### src/rtl/comparador_serial_pkg.sv
// Shared types for the serial magnitude comparator: FSM states, verdict codes, default width.
package comparador_serial_pkg;

  localparam int N_PADRAO = 4;

  typedef enum logic [1:0] {
    OCIOSO          = 2'd0,
    IGUAL_ATE_AGORA = 2'd1,
    DECIDIDO        = 2'd2
  } estado_t;

  typedef enum logic [1:0] {
    VER_IGUAL = 2'd0,
    VER_MAIOR = 2'd1,
    VER_MENOR = 2'd2
  } veredito_t;

  function automatic logic um_quente(input logic a, input logic b, input logic c);
    return ({a, b, c} == 3'b100) || ({a, b, c} == 3'b010) || ({a, b, c} == 3'b001);
  endfunction

endpackage

### src/rtl/comparador_serial_if.sv
// Bit-stream input and word-result output bundle of the serial comparator.
interface comparador_serial_if;
  logic inicio;
  logic valido;
  logic in_maior;
  logic in_menor;
  logic in_igual;
  logic maior;
  logic menor;
  logic igual;
  logic pronto;
  logic ocupado;
  logic erro;

  modport master (
    output inicio, valido, in_maior, in_menor, in_igual,
    input  maior, menor, igual, pronto, ocupado, erro
  );

  modport slave (
    input  inicio, valido, in_maior, in_menor, in_igual,
    output maior, menor, igual, pronto, ocupado, erro
  );
endinterface

### src/rtl/comparador_serial_contador_bits.sv
// Valid-bit counter with clear/enable; ultimo flags that the next valid bit is bit 0 (the Nth).
module comparador_serial_contador_bits #(
  parameter int N = 4,
  localparam int CW = $clog2(N + 1)
) (
  input  logic clk,
  input  logic rst_n,
  input  logic limpa,
  input  logic habilita,
  output logic ultimo
);

  logic [CW-1:0] cnt;

  // A clear together with an enable means the clearing bit itself is counted.
  always_ff @(posedge clk) begin
    if (!rst_n)
      cnt <= '0;
    else if (limpa)
      cnt <= habilita ? CW'(1) : '0;
    else if (habilita)
      cnt <= cnt + CW'(1);
  end

  assign ultimo = (cnt == CW'(N - 1));

endmodule

### src/rtl/comparador_serial.sv
// MSB-first serial N-bit magnitude comparator fed by an upstream 1-bit comparator stage.
//  state           | meaning
//  OCIOSO          | no word in progress
//  IGUAL_ATE_AGORA | all bits so far equal
//  DECIDIDO        | differing bit seen, verdict fixed, bits only counted
module comparador_serial
  import comparador_serial_pkg::*;
#(
  parameter int N = N_PADRAO
) (
  input logic                clk,
  input logic                rst_n,
  comparador_serial_if.slave bus
);

  estado_t   estado, estado_n, est_base;
  veredito_t veredito, veredito_n, ver_base;
  logic      err, err_n, err_base;
  logic      bit_ok, fim, ultimo;
  logic      maior_q, menor_q, igual_q, erro_q, pronto_q, ocupado_q;
  logic      maior_n, menor_n, igual_n, erro_n, pronto_n, ocupado_n;

  comparador_serial_contador_bits #(.N(N)) u_contador (
    .clk      (clk),
    .rst_n    (rst_n),
    .limpa    (bus.inicio || fim),
    .habilita (bit_ok && !fim),
    .ultimo   (ultimo)
  );

  always_ff @(posedge clk) begin
    if (!rst_n) begin
      estado    <= OCIOSO;
      veredito  <= VER_IGUAL;
      err       <= 1'b0;
      maior_q   <= 1'b0;
      menor_q   <= 1'b0;
      igual_q   <= 1'b0;
      erro_q    <= 1'b0;
      pronto_q  <= 1'b0;
      ocupado_q <= 1'b0;
    end else begin
      estado    <= estado_n;
      veredito  <= veredito_n;
      err       <= err_n;
      maior_q   <= maior_n;
      menor_q   <= menor_n;
      igual_q   <= igual_n;
      erro_q    <= erro_n;
      pronto_q  <= pronto_n;
      ocupado_q <= ocupado_n;
    end
  end

  // inicio wipes the word first, so a bit arriving with it is the MSB of the fresh word.
  always_comb begin
    est_base   = bus.inicio ? IGUAL_ATE_AGORA : estado;
    ver_base   = bus.inicio ? VER_IGUAL : veredito;
    err_base   = bus.inicio ? 1'b0 : err;
    bit_ok     = bus.valido && (est_base != OCIOSO);
    fim        = bit_ok && (bus.inicio ? (N == 1) : ultimo);
    estado_n   = est_base;
    veredito_n = ver_base;
    err_n      = err_base;
    if (bit_ok) begin
      if (!um_quente(bus.in_maior, bus.in_menor, bus.in_igual)) begin
        err_n = 1'b1;
      end else if (est_base == IGUAL_ATE_AGORA) begin
        if (bus.in_maior) begin
          estado_n   = DECIDIDO;
          veredito_n = VER_MAIOR;
        end else if (bus.in_menor) begin
          estado_n   = DECIDIDO;
          veredito_n = VER_MENOR;
        end
      end
    end
    if (fim)
      estado_n = OCIOSO;
  end

  always_comb begin
    pronto_n  = fim;
    ocupado_n = (estado_n != OCIOSO);
    maior_n   = maior_q;
    menor_n   = menor_q;
    igual_n   = igual_q;
    erro_n    = erro_q;
    if (fim) begin
      maior_n = !err_n && (veredito_n == VER_MAIOR);
      menor_n = !err_n && (veredito_n == VER_MENOR);
      igual_n = !err_n && (veredito_n == VER_IGUAL);
      erro_n  = err_n;
    end
  end

  assign bus.maior   = maior_q;
  assign bus.menor   = menor_q;
  assign bus.igual   = igual_q;
  assign bus.erro    = erro_q;
  assign bus.pronto  = pronto_q;
  assign bus.ocupado = ocupado_q;

endmodule

### src/flat_wrapper.sv
// flat-port wrapper written by rule: the top's interface ports become plain ports
module comparador_serial_flat import comparador_serial_pkg::*;
#(
  parameter int N = N_PADRAO
)
  (clk, rst_n, bus_inicio, bus_valido, bus_in_maior, bus_in_menor, bus_in_igual, bus_maior, bus_menor, bus_igual, bus_pronto, bus_ocupado, bus_erro);
  comparador_serial_if bus_i ();
  input logic clk;
  input logic rst_n;
  input wire logic [$bits(bus_i.inicio)-1:0] bus_inicio;
  input wire logic [$bits(bus_i.valido)-1:0] bus_valido;
  input wire logic [$bits(bus_i.in_maior)-1:0] bus_in_maior;
  input wire logic [$bits(bus_i.in_menor)-1:0] bus_in_menor;
  input wire logic [$bits(bus_i.in_igual)-1:0] bus_in_igual;
  output wire logic [$bits(bus_i.maior)-1:0] bus_maior;
  output wire logic [$bits(bus_i.menor)-1:0] bus_menor;
  output wire logic [$bits(bus_i.igual)-1:0] bus_igual;
  output wire logic [$bits(bus_i.pronto)-1:0] bus_pronto;
  output wire logic [$bits(bus_i.ocupado)-1:0] bus_ocupado;
  output wire logic [$bits(bus_i.erro)-1:0] bus_erro;
  assign bus_i.inicio = bus_inicio;
  assign bus_i.valido = bus_valido;
  assign bus_i.in_maior = bus_in_maior;
  assign bus_i.in_menor = bus_in_menor;
  assign bus_i.in_igual = bus_in_igual;
  assign bus_maior = bus_i.maior;
  assign bus_menor = bus_i.menor;
  assign bus_igual = bus_i.igual;
  assign bus_pronto = bus_i.pronto;
  assign bus_ocupado = bus_i.ocupado;
  assign bus_erro = bus_i.erro;
  comparador_serial #(.N(N)) u_core (.clk(clk), .rst_n(rst_n), .bus(bus_i));
endmodule
### config.mk
export PLATFORM = sky130hd
export DESIGN_NAME = comparador_serial_flat
export DESIGN_NICKNAME = d
export VERILOG_FILES = /design/src/rtl/comparador_serial_pkg.sv /design/src/rtl/comparador_serial_if.sv /design/src/rtl/comparador_serial_contador_bits.sv /design/src/rtl/comparador_serial.sv /design/src/flat_wrapper.sv
export SDC_FILE = /design/constraint.sdc
export NUM_CORES = 1
export LEC_CHECK = 0
export ABC_AREA = 1
export CAP_MARGIN = 20
export CORE_MARGIN = 1.5
export CORE_UTILIZATION = 44
export DETAILED_ROUTE_END_ITERATION = 10
export GPL_TIMING_DRIVEN = 0
export PLACE_DENSITY = 0.79
export SETUP_SLACK_MARGIN = 0.15
export SLEW_MARGIN = 10
export SYNTH_ARGS = -nofsm -noshare
export SYNTH_HDL_FRONTEND = slang
export SYNTH_SLANG_ARGS = --single-unit
### constraint.sdc
create_clock -name clk -period 1.25 [get_ports clk]
set_input_delay 0.25 -clock clk [delete_from_list [all_inputs] [get_ports clk]]
set_output_delay 0.25 -clock clk [all_outputs]
set_load 0.005 [all_outputs]
==> results.cfg <==
[run_status]
status = complete, but fails checks
violations = setup timing

[finish]
fin_nets = 133
n_antenna_cell = 0
drive_above_1_share_pct = 52.0
syn_to_final_growth_pct = 54.6
design_area_sq_mm = 0.00111

[logic_synthesis]
syn_area_per_cell_sq_um = 7.19
synth_nets = 109
syn_area_sq_um = 719
postSynthCellCount = 100
synth_seq_cells = 14
synth_cell_types = 20
yosysWarnings = 0
synth.yosys.seq_area_share_pct = 39.0

[worst_setup_path]
slowest_stage = dfxtp_2
r2r_start = u_core.u_contador.cnt[0]
worst_setup_path_end_kind = register
rrSetupSlack_ns = -0.09
reg2reg_to = u_core.u_contador.cnt[1]
max_stage_delay_ns = 0.36
path_class = register to register
cp_max_fo = 3
cp.arrival_ns = 1.51
crit_path_cell_trace = ha_4 > ha_4 > inv_4 > buf_4 > o21ai_4 > nor2_1 > a22oi_1 > nor2_1
cp-start-kind = register
worst_r2r_path_depth = 8
worstPathRequired_ns = 1.42

[timing]
max_slew_margin_pct = 82.1
slew_violations = 0
setup_viol = 5
finClkSkew_ns = 0.00627
fin_ws_ns = -0.0942
timing.final.crit_share_pct = 108
fmax_mhz = 744
period_needed_ns = 1.34
worst_pin_slew_ns = 0.268
rsz0062_at_grt = yes
finalHoldViolCount = 0

[min_path]
hp-start = bus_inicio
hp-class = primary input to register
hold-path-cell-count = 3
worst_hold_path.endpoint = u_core.u_contador.cnt[0]

[clock_tree]
cts-root-buf = clkbuf_4
numCtsBuffers = 3
cts.sinks = 14
path_clk_slew_ns = 0.09
cts.htree.levels = 1
clock_latency_ns = 0.28
cts.path.max_buffers = 2
cts_tree = done

[floorplan]
start_util_pct = 47.2
ios = 13
die-height_um = 43.4
rows = 14
die_area_sq_mm = 0.00189
fp.dieW_um = 43.4
core-area_sq_mm = 0.00152

[route]
drt_iter0_drc = 23
drtPass1Iterations = 4
ant_nets = 0
vias_per_cell = 5.31
wl_per_cell_um = 12.9
vias = 738
routed_wl_mm = 1.79
drc = 0

[place]
place.gp.congestion = 0.860
io_buffers = 11
dp_hpwl_mm = 1.08
placed_cell_area_sq_um = 888
pre_cts_ws_ns = -0.456

[global_route]
grt_use_total_pct = 18.8
grt_pass1_wl_mm = 2.73
antenna_found_initial = 0
grt_max_degree = 9
grt_pass1_vias = 693
gr-total-overflow = 0

[flow_run]
cap_violations = 0

[pwr]
ir_worst_vdd_uv = 810
p_leak_nw = 0.500
power_density_mw_per_mm2 = 913
[cell usage after synthesis (all sizes together)]
library cell	count	share of area (%)
nand2	31	20
inv	18	10
dfxtp	14	39
nor2	10	7.0
buf	1	1.6
nand3	6	4.2
a21oi	10	8.0
ha	2	3.5
nor3	1	0.69
o21ai	3	2.1
a31oi	1	0.87
a22oi	1	1.0
nand4	2	1.7
[cell usage in the layout (no fill, tap or decap), drive strengths merged]
cell / netlist / routed
a31oi: 1 / 1
dfxtp: 14 / 14
inv: 18 / 18
dlygate4sd2: 0 / 3
nand4: 2 / 2
a22oi: 1 / 1
ha: 2 / 2
buf: 1 / 9
o21ai: 3 / 3
a21oi: 10 / 10
nand2: 31 / 31
clkdlybuf4s15: 0 / 6
nand3: 6 / 6
nor2: 10 / 10
clkbuf: 0 / 4
nor3: 1 / 1
clkdlybuf4s50: 0 / 2
[where the power goes]
group          leakage, nW  internal (W)  switching, W
Combinational        0.361     0.0000860      0.000125
Sequential           0.118      0.000462     0.0000104
Clock               0.0210      0.000177      0.000155
Total                0.500      0.000725      0.000291
[worst max path at each step]
stage | to | slack, ns | from | cells past startpoint
2_1_floorplan | u_core.u_contador.cnt[1] | 0.13 | u_core.u_contador.cnt[0] | 7
3_3_place_gp | u_core.bus.menor | -0.44 | bus_in_menor | 10
3_5_place_dp | u_core.bus.menor | -0.46 | bus_in_menor | 10
4_1_cts | u_core.bus.igual | -0.04 | u_core.u_contador.cnt[0] | 8
5_1_grt | u_core.bus.igual | -0.15 | u_core.u_contador.cnt[0] | 8
6_report | u_core.u_contador.cnt[1] | -0.09 | u_core.u_contador.cnt[0] | 8
[critical path: cells and delay by family (launching register included)]
family / cells / cell delay [ns]
flops: 1 / 0.36
compound gates: 2 / 0.30
fa+ha+maj: 2 / 0.27
buf+inv: 2 / 0.17
simple gates: 2 / 0.14
[routing by layer]
layer,GRT usage (%),vias to the layer above,wire [um]
li1,-,366,-
met5,0,-,0
met2,32.2,22,977
met3,5.42,6,67
met1,21.1,344,718
met4,9.70,0,30
[layout make-up]
class | count | area (sq um)
Buffer | 1 | 11.3
Clock buffer | 4 | 36.3
Fill cell | 116 | 412
Inverter | 18 | 75.1
Multi-Input combinational cell | 67 | 499
Sequential cell | 14 | 293
Tap cell | 16 | 20.0
Timing Repair Buffer | 19 | 178
[logic make-up (layout without fill, tap and decap cells)]
group	count (synthesis)	count (layout)	synth area share [%]
buffers and inverters	19	42	11.7
and+or+nand+nor	50	50	33.9
AOI/OAI and AO/OA	15	15	12.0
adders and majority gates	2	2	3.48
DFF	14	14	39.0
[flip-flops by register name (all words and copies together) (netlist names)]
| signal | cells |
|---|---|
| u_core.u_contador.cnt | 3 |
| u_core.estado | 2 |
| u_core.veredito | 2 |
| u_core.bus.erro | 1 |
| u_core.bus.igual | 1 |
| u_core.bus.maior | 1 |
| u_core.bus.menor | 1 |
| u_core.bus.ocupado | 1 |
| u_core.bus.pronto | 1 |
| u_core.err | 1 |
[through the flow]
| step | std cells | hold WS, ns | TNS, ns | power (W) | utilization (%) |
|---|---|---|---|---|---|
| floorplan | 100 | 0.381 | 0 | 0.000584 | - |
| global placement | 127 | 0.440 | -3.48 | 0.000623 | 58.3 |
| detailed placement | 127 | 0.449 | -3.74 | 0.000627 | 58.3 |
| CTS | 134 | 0.325 | -0.0940 | 0.000972 | 65.4 |
| global route | 139 | 0.328 | -0.655 | 0.00105 | 73.0 |
| finish | 139 | 0.319 | -0.234 | 0.00102 | 73.0 |
[what timing repair did]
item	in CTS	in global routing
setup buffers	3	5
hold buffers	0	0
hold endpoints to repair	0	0
endpoints found under the setup margin	17	15
pin swaps	6	16
resized for setup	31	26
No activity file was read; power rests on OpenSTA's default activity.
